==> src/rtl/dt_pkg.sv <==
// Shared definitions for the distance-transform bitmap write-back path.
//   IMG_DIM  : image width and height in pixels (square image)
//   PIX_W    : pixel width of the res RAM
//   WORD_W   : bitmap word width (pixels per packed word)
//   PIX_AW   : pixel address width, {y[6:0],x[6:0]}
//   WORD_AW  : bitmap word address width
//   dt_state_e : packer control FSM states
//   dt_is_border() : true for pixels on the outer ring of the image
package dt_pkg;
  localparam int IMG_DIM = 128;
  localparam int PIX_W   = 8;
  localparam int WORD_W  = 16;
  localparam int PIX_AW  = 14;
  localparam int WORD_AW = 10;
  localparam int XY_W    = 7;

  typedef enum logic [1:0] {IDLE, READ, DRAIN, DONE} dt_state_e;

  function automatic logic dt_is_border(input logic [PIX_AW-1:0] a);
    logic [XY_W-1:0] x, y;
    x = a[XY_W-1:0];
    y = a[PIX_AW-1:XY_W];
    return (x == '0) || (y == '0) ||
           (x == XY_W'(IMG_DIM-1)) || (y == XY_W'(IMG_DIM-1));
  endfunction
endpackage

==> src/rtl/dt_bit_packer.sv <==
// 16-bit shift accumulator. Bits enter at the LSB, so the first bit of a
// group ends up in the word MSB. On the bit flagged 'last' the completed
// word (including that bit) is published with a one-cycle word_vld.
// Ports:
//   clk, reset      clock, synchronous active-low reset
//   bit_in          pixel bit
//   bit_vld         bit_in is valid this cycle
//   last            this bit completes a word
//   word            last completed word, held between completions
//   word_vld        one-cycle strobe for a new word
module dt_bit_packer
  import dt_pkg::*;
#(
  parameter int W = WORD_W
) (
  input  logic         clk,
  input  logic         reset,
  input  logic         bit_in,
  input  logic         bit_vld,
  input  logic         last,
  output logic [W-1:0] word,
  output logic         word_vld
);
  // Only W-1 bits of history are needed; the W-th bit is the incoming one.
  logic [W-2:0] shift;

  always_ff @(posedge clk) begin
    if (!reset) begin
      shift    <= '0;
      word     <= '0;
      word_vld <= 1'b0;
    end else begin
      word_vld <= bit_vld & last;
      if (bit_vld) begin
        shift <= {shift[W-3:0], bit_in};
        if (last) word <= {shift, bit_in};
      end
    end
  end
endmodule

==> src/rtl/dt_bitmap_packer.sv <==
// Reads the 128x128 8-bit res map in raster order, thresholds each pixel
// (pixel >= thr -> 1) and packs 16 pixels MSB-first into 1024 bitmap words.
// Build option: DT_ZERO_BORDER_EN forces bits of pixels with x or y equal
// to 0 or 127 to 0; otherwise border pixels are thresholded normally.
// Ports:
//   clk, reset   clock, synchronous active-low reset
//   start        run request, honoured only in IDLE / DONE
//   thr_sel,thr  threshold select / runtime threshold, latched with start
//   busy, done   run status
//   res_rd, res_addr, res_di   res RAM read port (1-cycle read latency)
//   pk_wr, pk_addr, pk_do      bitmap RAM write port
module dt_bitmap_packer
  import dt_pkg::*;
#(
  parameter logic [PIX_W-1:0] DEF_THR = 8'd1
) (
  input  logic               clk,
  input  logic               reset,
  input  logic               start,
  input  logic               thr_sel,
  input  logic [PIX_W-1:0]   thr,
  output logic               busy,
  output logic               done,
  output logic               res_rd,
  output logic [PIX_AW-1:0]  res_addr,
  input  logic [PIX_W-1:0]   res_di,
  output logic               pk_wr,
  output logic [WORD_AW-1:0] pk_addr,
  output logic [WORD_W-1:0]  pk_do
);
  dt_state_e             state, state_nxt;
  logic                  accept, last_addr, drain_cnt;
  logic [PIX_W-1:0]      thr_l;
  logic                  pix_vld;   // res_di holds pixel pix_addr this cycle
  logic [PIX_AW-1:0]     pix_addr;
  logic                  pix_bit, pix_last;

  // Status and read strobe are plain decodes of the state register.
  assign busy      = (state == READ) || (state == DRAIN);
  assign done      = (state == DONE);
  assign res_rd    = (state == READ);
  assign last_addr = (res_addr == '1);

  always_ff @(posedge clk) begin
    if (!reset) state <= IDLE;
    else        state <= state_nxt;
  end

  always_comb begin
    state_nxt = state;
    accept    = 1'b0;
    case (state)
      IDLE, DONE: if (start) begin
        state_nxt = READ;
        accept    = 1'b1;
      end
      READ:  if (last_addr) state_nxt = DRAIN;
      // Two drain cycles let the final pixel reach the packer and the
      // last word be written before done is raised.
      DRAIN: if (drain_cnt) state_nxt = DONE;
      default: state_nxt = IDLE;
    endcase
  end

  always_ff @(posedge clk) begin
    if (!reset) begin
      res_addr  <= '0;
      thr_l     <= '0;
      drain_cnt <= 1'b0;
      pix_vld   <= 1'b0;
      pix_addr  <= '0;
    end else begin
      if (accept) begin
        res_addr <= '0;
        thr_l    <= thr_sel ? thr : DEF_THR;
      end else if (state == READ && !last_addr) begin
        // Address parks at the last pixel; it never wraps back to 0.
        res_addr <= res_addr + 1'b1;
      end
      drain_cnt <= (state == DRAIN) ? ~drain_cnt : 1'b0;
      pix_vld   <= res_rd;
      pix_addr  <= res_addr;
    end
  end

`ifdef DT_ZERO_BORDER_EN
  assign pix_bit = (res_di >= thr_l) && !dt_is_border(pix_addr);
`else
  assign pix_bit = (res_di >= thr_l);
`endif
  assign pix_last = &pix_addr[3:0];

  dt_bit_packer #(.W(WORD_W)) u_pack (
    .clk      (clk),
    .reset    (reset),
    .bit_in   (pix_bit),
    .bit_vld  (pix_vld),
    .last     (pix_last),
    .word     (pk_do),
    .word_vld (pk_wr)
  );

  // Word address captured on the same edge the packer publishes its word.
  always_ff @(posedge clk) begin
    if (!reset)                   pk_addr <= '0;
    else if (pix_vld && pix_last) pk_addr <= pix_addr[PIX_AW-1:4];
  end
endmodule
==> config.mk <==
export PLATFORM = sky130hd
export DESIGN_NAME = dt_bitmap_packer
export DESIGN_NICKNAME = d
export VERILOG_FILES = /design/src/rtl/dt_pkg.sv /design/src/rtl/dt_bit_packer.sv /design/src/rtl/dt_bitmap_packer.sv
export SDC_FILE = /design/constraint.sdc
export NUM_CORES = 1
export LEC_CHECK = 0
export CAP_MARGIN = 20
export CORE_MARGIN = 1
export CORE_UTILIZATION = 54
export DETAILED_ROUTE_END_ITERATION = 16
export GPL_TIMING_DRIVEN = 0
export PLACE_DENSITY = 0.83
export SYNTH_ARGS = -nofsm -noshare
export SYNTH_HDL_FRONTEND = slang
export SYNTH_SLANG_ARGS = --single-unit
==> constraint.sdc <==
create_clock -name clk -period 2.8 [get_ports clk]
set_input_delay 0.84 -clock clk [delete_from_list [all_inputs] [get_ports clk]]
set_output_delay 0.84 -clock clk [all_outputs]
set_load 0.03 [all_outputs]
; Word level (Yosys, flattened, before mapping)
; Cells that the tools add are included.
[word_totals]
regBits = 82
in_bits = 20
output_inout_bits = 44
word_cells = 40
[op_classes]
addsub = 1
order_cmp = 1
eq_ne = 7
muxes = 7
n_bitwise = 3
reduce_logical = 11
[op_table]
columns = operator, n
row1 = adder 14 x 1 -> 14 bit (second input constant), 1
row2 = equality test 14 bit (second input constant), 1
row3 = greater-or-equal comparator 8 bit, 1
row4 = 2-to-1 mux 8 bit, 1
row5 = 2-to-1 mux 2 bit, 3
row6 = case mux 2 bit (3 select lines), 1
row7 = AND reduction 5 bit, 1
row8 = equality test 2 bit (second input constant), 2
row9 = inequality test 2 bit (second input constant), 2
row10 = AND reduction 4 bit, 1
row11 = OR reduction 2 bit, 2
row12 = AND reduction 3 bit, 1
row13 = equality test 2 x 1 -> 1 bit (second input constant), 1
row14 = logical AND 1 bit, 2
row15 = logical NOT 2 bit, 1
row16 = 2-to-1 mux 1 bit, 2
row17 = inequality test 2 x 1 -> 1 bit (second input constant), 1
row18 = NOT 1 bit, 2
row19 = AND reduction 2 bit, 1
row20 = AND 1 bit, 1
row21 = logical NOT 1 bit, 1
row22 = logical OR 1 bit, 1

; Longest topological paths before layout
; Gate-level depths: netlist of run 1.
[logic_depth]
word_depth = 4
mapped_depth = 7
ltp_nobuf = 7

; Hierarchy
; A second synthesis of run 1 with hierarchy kept.
[hier_totals]
cells_unflattened = 355
hier_area_um2 = 3343.2
[modules_own_cells]
columns = module, instances, cells_per_inst, area_per_inst_um2, seq_area_each_um2
row1 = dt_bitmap_packer, 1, 231, 2094.5, 1001.0
row2 = dt_bit_packer, 1, 124, 1248.7, 640.6

; Worst setup path after synthesis of run 1
; No wires, ideal clock.
[synth_path]
path_kind = register to register
start = reg res_addr[0]
end = reg state[0]
setup_ps = 88
arrival_time_ps = 1885
required_ps = 2712
setup_slack_ps = 827
path_stages_with_launch = 8
n_path_buf = 1
period_less_slack_ps = 1973
cell_sequence = dfxtp_1 ha_1 nand4_1 o41a_1 buf_6 nor2_8 a21oi_2 a311oi_2
[synth_via]
elab_chain_cells = 3
[synth_rtl]
columns = element, line
row1 = from (decl), dt_bitmap_packer.sv:25  ; output logic [PIX_AW-1:0] res_addr,
row2 = from (signal assigned), dt_bitmap_packer.sv:78  ; res_addr <= res_addr + 1'b1;
row3 = equality test 14 bit, dt_bitmap_packer.sv:42  ; assign last_addr = (res_addr == '1);
row4 = inequality test 2 x 1 -> 1 bit (no line), n/a
row5 = AND reduction 3 bit (no line), n/a
row6 = to (signal assigned), dt_bitmap_packer.sv:46  ; else state <= state_nxt;
row7 = to (decl), dt_bitmap_packer.sv:31  ; dt_state_e state, state_nxt;
; No other way between the ends.
; A chain may end at the register's enable or synchronous reset.

; Worst setup path after layout of run 1
[layout_path]
start = reg state[0]
end = out res_rd
[layout_via]
elab_chain_cells = 1
[layout_rtl]
columns = element, line
row1 = equality test 2 x 1 -> 1 bit, dt_bitmap_packer.sv:41  ; assign res_rd = (state == READ);
row2 = to (decl), dt_bitmap_packer.sv:24  ; output logic res_rd,
; No other way between the ends.

==> results of run 1 <==
==> layout by cell type, fill, tap and decap left out, types with 6 or more instances in the layout <==
cell	netlist	routed
nor2_1	14	14
a21oi_1	24	24
inv_1	14	14
and2_1	16	16
o21ai_0	12	12
xnor2_1	6	6
nand2_1	67	67
clkbuf_8	0	11
mux2i_1	15	15
clkbuf_1	9	10
ha_1	13	13
nor2b_1	15	15
a21boi_0	6	6
clkdlybuf4s50_1	0	62
dfxtp_1	82	82
==> stage by stage <==
step / utilization / hold slack, ns / area, µm²
2_1_floorplan: - / 0.417 / 3230
3_3_place_gp: 0.700 / 0.422 / 3950
3_5_place_dp: 0.700 / 0.427 / 3950
4_1_cts: 0.737 / 0.439 / 4160
5_1_grt: 0.737 / 0.466 / 4160
6_report: 0.737 / 0.433 / 4160
==> worst register-to-register path: cells and delay by family (launching register included) <==
kind          cells  cell delay (ns)
flops             1             0.44
fa+ha+maj         1             0.24
xor+xnor          1             0.13
simple gates      4             1.11
==> registers in the layout (all words and copies together), names as in the netlist <==
name,count
pix_vld,1
drain_cnt,1
u_pack.word_vld,1
u_pack.word,16
pk_addr,10
u_pack.shift,15
pix_addr,14
res_addr,14
thr_l,8
state,2
==> cells by family after synthesis <==
| family | Yosys count |
|---|---|
| adders and majority gates | 13 |
| muxes | 15 |
| buffers and inverters | 30 |
| xor gates and xnor gates | 10 |
| and+or+nand+nor | 141 |
| AOI/OAI and AO/OA | 56 |
| DFF | 82 |
==> worst paths after layout <==
kind | slack [ns] | startpoint | endpoint
setup / recovery | 0.14 | state[0] | res_rd
hold / removal | 0.43 | pix_addr[5] | pk_addr[1]
setup reg to reg | 0.76 | res_addr[0] | res_addr[4]
hold reg to reg | 0.43 | pix_addr[5] | pk_addr[1]
==> per-layer routing <==
layer  vias to the layer above  global-route usage
met1                      1213               0.251
met3                         2              0.0678
li1                       1298                   -
met5                         -                   0
met2                        47               0.414
met4                         0              0.0600
==> report_power, final <==
group | total (µW) | internal (µW) | switching (µW)
Combinational | 539 | 242 | 297
Sequential | 1250 | 1220 | 37.4
Clock | 853 | 459 | 394
==> what timing repair did <==
action                     in CTS  in global routing
gates resized for setup         0                  1
setup buffers                   0                  0
setup endpoints to repair       0                  1
==> layout make-up <==
type | count | area, µm²
buffer | 16 | 81.3
clock buffer | 12 | 155
clock inverter | 4 | 50.0
fill | 417 | 1480
inverter | 14 | 52.6
multi-input combinational | 235 | 1450
sequential | 82 | 1640
tap | 72 | 90.1
timing repair buffer | 63 | 633
==> impl_metrics.env, run 1 <==
export IMPL_crit_path_end_kind="primary output"
export IMPL_holdBufCountCts=0
export IMPL_vias=2560
export IMPL_cp_depth=2
export IMPL_io_buffers=63
export IMPL_met3_wirelength_um=260
export IMPL_numCtsBuffers=9
export IMPL_synth_edf_count=0
export IMPL_synthXorXnorAreaFrac=0.0271
export IMPL_placed_cells=482
export IMPL_wl_um=6550
export IMPL_vias_per_cell=5.14
export IMPL_status="completed"
export IMPL_antenna_found_initial=0
export IMPL_hpwl_um=4740
export IMPL_worstSetupPathType="reg -> out"
export IMPL_rsz0062_at_grt="no"
export IMPL_fin_cells=498
export IMPL_io_pins=64
export IMPL_synth_avg_cell_area_um2=9.31
export IMPL_critical_path_buf_inv_count=1
export IMPL_worstMarginPinSlew_ns=0.677
export IMPL_synthTopCellsByArea="dfxtp_1 (51%), nand2_1 (7.8%), ha_1 (5.0%), mux2i_1 (4.6%), a21oi_1 (3.7%)"
export IMPL_area_delta_synth_final_pct=28.7
export IMPL_gr_usage_all_layers=0.226
export IMPL_ys_ff_latch=82
export IMPL_reg2reg_depth=6
export IMPL_clk_latency_ns=0.34
export IMPL_cp_cell_sequence="ha_1 > clkdlybuf4s50_1"
export IMPL_synth_compound_area_frac=0.108
export IMPL_synth_area_mm2=0.00323
export IMPL_hold_viol_final=0
export IMPL_drc=0
export IMPL_path_clk_slew_ns=0.08
export IMPL_yosysTopAreaCell="dfxtp_1"
export IMPL_wire_per_inst_um=13.1
export IMPL_synth_top_family_by_area="simple AND/OR/NAND/NOR gates"
export IMPL_crit_path_start_kind="register"
export IMPL_power_uw=2640
export IMPL_peakVddDrop_uv=646
export IMPL_place_ws_ns=0.405
export IMPL_fin_nets=454
export IMPL_synthesis_nets=380
export IMPL_die_w_um=79.3
export IMPL_leakage_uw=0.00150
export IMPL_setup_ws_ns=0.142
export IMPL_ant_nets=0
export IMPL_grt_first_pass_wirelength_um=11000
export IMPL_syn_inst=347
export IMPL_synth_seq_area_share=0.508
export IMPL_fmax_mhz=376
export IMPL_muxShareOfSynthArea=0.0465
export IMPL_yosys_area_top_type_share=0.508
export IMPL_finClkSkew_ns=0.00619
export IMPL_drv_slew=0
export IMPL_diodes=0
export IMPL_drive_gt1_frac=0.0798
export IMPL_yosysUniqueCellTypes=42
export IMPL_yosysWarnings=0
export IMPL_rows=27
export IMPL_cp_max_fo=6
export IMPL_period_needed_ns=2.66
export IMPL_synth_fa_ha_area_frac=0.0504
export IMPL_cts_tree="built"
export IMPL_drv_cap=0
export IMPL_post_route_period_util=0.949
export IMPL_hold_depth=2
export IMPL_synthSimpleGateAreaFrac=0.218
export IMPL_synth_commonest_cells="dfxtp_1 (82), nand2_1 (67), a21oi_1 (24)"
export IMPL_fin_tns_setup_ns=0
export IMPL_relSlewSlack=0.545
export IMPL_yosysMostFrequentCell="dfxtp_1"
export IMPL_met1_length_um=2900
export IMPL_ys_flop_type="dfxtp_1"
export IMPL_crit_arrival_ns=1.82
export IMPL_grt_remaining_overflow=0
export IMPL_clockBufferDepth=2
export IMPL_first_pass_iters=4
export IMPL_synthArstFlopShare=0
export IMPL_top_layer="met4"
export IMPL_grt_max_degree=14
export IMPL_die_h_um=79.3
export IMPL_clock_sinks=82
export IMPL_grt_pass1_vias=2519
export IMPL_drtIter0Drc=123
export IMPL_htree_levels=3
export IMPL_p_per_area_mw_per_mm2=636
export IMPL_clockRootBuffer="clkbuf_8"
export IMPL_slowest_delay_ns=0.72
export IMPL_cpMaxStageDelayCell="clkdlybuf4s50_1"
export IMPL_initial_utilization=0.572
export IMPL_dieArea_mm2=0.00629
export IMPL_setup_violations=0
export IMPL_placeableCoreArea_mm2=0.00564
export IMPL_cp_data_required_time_ns=1.96
export IMPL_gp_congestion=0.851
export IMPL_hold_path_class="reg -> reg"
export IMPL_critPathTopFamily="buffers and inverters"
export IMPL_wl_met2_um=3370
No activity file was read; power rests on OpenSTA's default activity.
==> run 2, diff against run 1 <==
- CAP_MARGIN: 20 -> not set
==> results of run 2 <==
No change in the layout: final DEF, timing and power equal those of run 1.
==> run 3, diff against run 2 <==
- SLEW_MARGIN: not set -> 0
==> results of run 3 <==
No change in the layout: final DEF, timing and power equal those of run 1.
